--- config.mk ---
export PLATFORM = sky130hd
export DESIGN_NAME = sat_counter
export DESIGN_NICKNAME = d
export VERILOG_FILES = /design/src/rtl/sat_counter.sv
export SDC_FILE = /design/constraint.sdc
export NUM_CORES = 1
export LEC_CHECK = 0
export CORE_MARGIN = 2
export CORE_UTILIZATION = 30
export CTS_CLUSTER_SIZE = 12
export DETAILED_ROUTE_END_ITERATION = 8
export GPL_ROUTABILITY_DRIVEN = 0
export GPL_TIMING_DRIVEN = 0
export HOLD_SLACK_MARGIN = 0.12
export PLACE_DENSITY_LB_ADDON = 0.1
export SLEW_MARGIN = 10
export SYNTH_ARGS = -nofsm -noshare
export SYNTH_HDL_FRONTEND = slang
export SYNTH_SLANG_ARGS = --single-unit
export TNS_END_PERCENT = 50
--- constraint.sdc ---
create_clock -name clk -period 2.3 [get_ports clk]
set_input_delay 0.46 -clock clk [delete_from_list [all_inputs] [get_ports clk]]
set_output_delay 0.46 -clock clk [all_outputs]
set_load 0.05 [all_outputs]
--- src/rtl/sat_counter.sv ---
// Up-counter that sticks at all-ones instead of wrapping; clr beats inc.
module sat_counter #(
   parameter int CNT_W = 16
) (
   input  logic             clk,
   input  logic             rst_l,
   input  logic             clr,
   input  logic             inc,
   output logic [CNT_W-1:0] count
);

   localparam logic [CNT_W-1:0] CNT_MAX = '1;

   always_ff @(posedge clk) begin
      if (!rst_l || clr) begin
         count <= '0;
      end else if (inc && (count != CNT_MAX)) begin
         count <= count + CNT_W'(1);
      end
   end

endmodule

==> results of run 1 <==
[layout by cell type (no fill, tap or decap)]
master and instances:
and3_2 1, o21ai_0 3, a31oi_1 4, dfxtp_1 16, clkbuf_8 1, o31ai_1 4, nor3_2 1, and4_4 1
nand2_1 8, a41o_1 1, o31a_1 1, nand4_1 2, o41ai_2 1, nand3_1 5, o21a_1 1, and4_1 4
nand2b_1 1, o311ai_1 3, nor2b_1 1, nand4_2 3, ha_1 1, o21ai_1 3, o41ai_1 3, or3_1 2
or2_0 1, inv_1 1, clkbuf_4 3, clkdlybuf4s50_1 19, a21oi_1 6, nand4_4 1, clkbuf_1 2, and2_1 3
nor3_1 1, nor2_1 3, nor4_2 1, or4_1 4, xor2_1 1
[per-stage QoR]
| stage | setup slack (ns) | util |
|---|---|---|
| final | 0.146 | 0.412 |
| after global routing | 0.0656 | 0.412 |
| after CTS | 0.127 | 0.412 |
| after detailed placement | 0.185 | 0.399 |
| after global placement | 0.183 | 0.399 |
| after floorplan | 0.384 | - |
[layout make-up]
| class | count | area (um^2) | area share |
|---|---|---|---|
| buffer | 2 | 7.51 | 0.00666 |
| sequential | 16 | 320 | 0.284 |
| multi-input combinational | 75 | 531 | 0.471 |
| inverter | 1 | 3.75 | 0.00333 |
| timing repair buffer | 19 | 190 | 0.169 |
| clock buffer | 4 | 36.3 | 0.0322 |
| tap | 31 | 38.8 | 0.0344 |
[power by group through the flow]
stage               Combinational [mW]  Sequential, mW  Clock, mW
finish                          0.0259           0.280      0.204
global route                    0.0275           0.280      0.218
floorplan                      0.00970           0.290          0
detailed placement              0.0260           0.286          0
global placement                0.0258           0.286          0
CTS                             0.0261           0.280      0.210
[worst min-delay path: cells and delay by family (launching register included)]
family           cells  cell delay [ns]
flip-flops           1             0.35
AND/OR/NAND/NOR      1             0.07
AO/OA/AOI/OAI        1             0.05
[kinds of logic (layout without fill, tap and decap cells)]
| group | Yosys count | after routing |
|---|---|---|
| compound gates | 30 | 30 |
| xor+xnor | 1 | 1 |
| fa+ha+maj | 1 | 1 |
| buf+inv | 3 | 26 |
| flops | 16 | 16 |
| simple gates | 43 | 43 |
[worst max-delay path by stage]
stage	start	endpoint	slack [ns]	depth (start not counted)
global placement	inc	count[7]	0.18	5
CTS	count[2]	count[2]	0.13	1
detailed placement	inc	count[15]	0.18	5
floorplan	count[0]	count[12]	0.38	5
finish	count[2]	count[2]	0.15	1
global route	count[2]	count[2]	0.07	1
[per-layer routing]
metal / wire (um) / up-vias / share of wire
li1: - / 428 / -
met1: 972 / 394 / 0.46
met2: 1010 / 17 / 0.48
met3: 91 / 4 / 0.043
met4: 27 / 0 / 0.013
met5: 0 / - / 0
==> impl_metrics.toml, run 1 <==
[synthesis]
synth_most_common_cell = "dfxtp_1"
synth_cell_types = 34
synthFlopType = "dfxtp_1"
synthMuxAreaShare = 0
synth_compound_area_frac = 0.244
synth_common_cells = "dfxtp_1 (16), nand2_1 (8), a21oi_1 (6)"
syn_area_um2 = 862
synth_nets = 99
yosysSeqAreaShare = 0.372
async_flop_share = 0
synth_area_leaders = "dfxtp_1 (37%), nand4_2 (4.4%), and4_1 (4.1%)"
synth_top_family_by_area = "simple AND/OR/NAND/NOR gates"
synth_largest_area_cell = "dfxtp_1"
yosys_warnings = 0
synth-simple-area-share = 0.347
syn_avg_cell_area_um2 = 9.17
synth_edf_count = 0
synthAdderAreaFrac = 0.0145
synth_cells = 94
netlist.area_leader.share = 0.372
synth-xor-area-share = 0.0102
ys_seq_elements = 16

[hold_path]
min_delay_worst_endpoint = "count[1]"
hp-class = "reg2reg"
hold_path_depth = 2
holdCritStartpoint = "count[1]"

[sta]
finalSetupTns_ns = 0
finalCritPeriodShare = 0.937
clock_skew_ns = 0.00361
final-hold-violation-count = 0
fmax_mhz = 464
tightest_slew_ns = 0.510
setup_viol = 0
min_period_ns = 2.15
slew_viol_final = 0
whs_ns = 0.505
rsz0062_at_grt = "false"
slew_headroom = 0.660

[placed_design]
dp.cells = 144
place_hpwl_um = 1510
placed_cell_area_um2 = 1090
io_buffers = 19

[pwr]
combPwrFrac = 0.051
ir_drop_v = 0.000357
seq_power_share = 0.549
clkPwrFrac = 0.401
power_mw = 0.510
p_int_mw = 0.385
power_switching_mw = 0.124
p_leak_nw = 0.376
sw_frac_of_total = 0.244
powerDensity_nw_per_um2 = 452

[setup_path]
arrival_ns = 1.69
critical_path_class = "reg2out"
cp.buffers_inverters = 1
crit_chain = "clkdlybuf4s50_1"
reg2reg_from = "count[0]"
r2r_end = "count[12]"
cpPeakStageDelay_ns = 0.87
slowest_stage = "clkdlybuf4s50_1"
cp_data_required_time_ns = 1.84
critPathTopFamily = "buffers and inverters"
setup.worst_path.end_class = "output port"
cp_max_fo = 9
r2r_slack_ns = 0.65
start_kind = "register"
r2r_cells = 5

[global_route]
grt_use_met3 = 0.0499
grt_pass1_wl_um = 3740
use_met2 = 0.244
gr-total-overflow = 0
grt_max_degree = 11
grtUsageMet1 = 0.182
grt-busiest-layer = "met2"
antenna_found_initial = 0
grt_pass1_vias = 796
grtUsageTotal = 0.149

[route]
drt_iter0_markers = 37
wirelength_um = 2100
drc = 0
vias = 843
drt-pass1-iter-count = 4
ant_nets = 0
wl_per_cell_um = 14.2
vias_per_cell = 5.70

[cts]
cts_resized = 0
cts.sinks = 16
cts_htree_levels = 1
cts_tree = "built"
clkLatencyLatePin_ns = 0.30
clockBufferDepth = 2
cts_buffers = 3
cts_setup_buffers = 0
path_clk_slew_ns = 0.11
root_buffer = "clkbuf_4"
postCtsHoldBufs = 0

[floorplan]
die_area_um2 = 3320
fp-row-count = 19
initial_core_util = 0.315
fp.dieW_um = 57.6
fp.dieH_um = 57.6
coreArea_um2 = 2730
boundaryPins = 20

[finish]
final_cells = 148
area_growth_pct = 30.8
design_area_um2 = 1130
top_register = "count"
drive_above_1_share = 0.111
fill_cells = 297
nets = 123
largest_reg_flops = 16
antenna_cells = 0
reg_top3 = "count (16)"

[run_status]
run_status = "complete, no violations"

[flow_run]
maxCapViolCount = 0
(Power assumes the default switching activity.)
==> run 2: changes to the inputs <==
==> constraint.sdc (replaced) <==
create_clock -name clk -period 2.7 [get_ports clk]
set_input_delay 0.54 -clock clk [delete_from_list [all_inputs] [get_ports clk]]
set_output_delay 0.54 -clock clk [all_outputs]
set_load 0.05 [all_outputs]
==> results of run 2 <==
The final DEF is identical to that of run 1. Status: complete, no violations.
Among the figures that moved: setup slack after placement 0.185 ns -> 0.505 ns; setup slack after layout 0.146 ns -> 0.466 ns; register-to-register setup slack 0.65 ns -> 1.05 ns; total power 0.510 mW -> 0.434 mW; worst IR drop on VDD 0.000357 V -> 0.000304 V
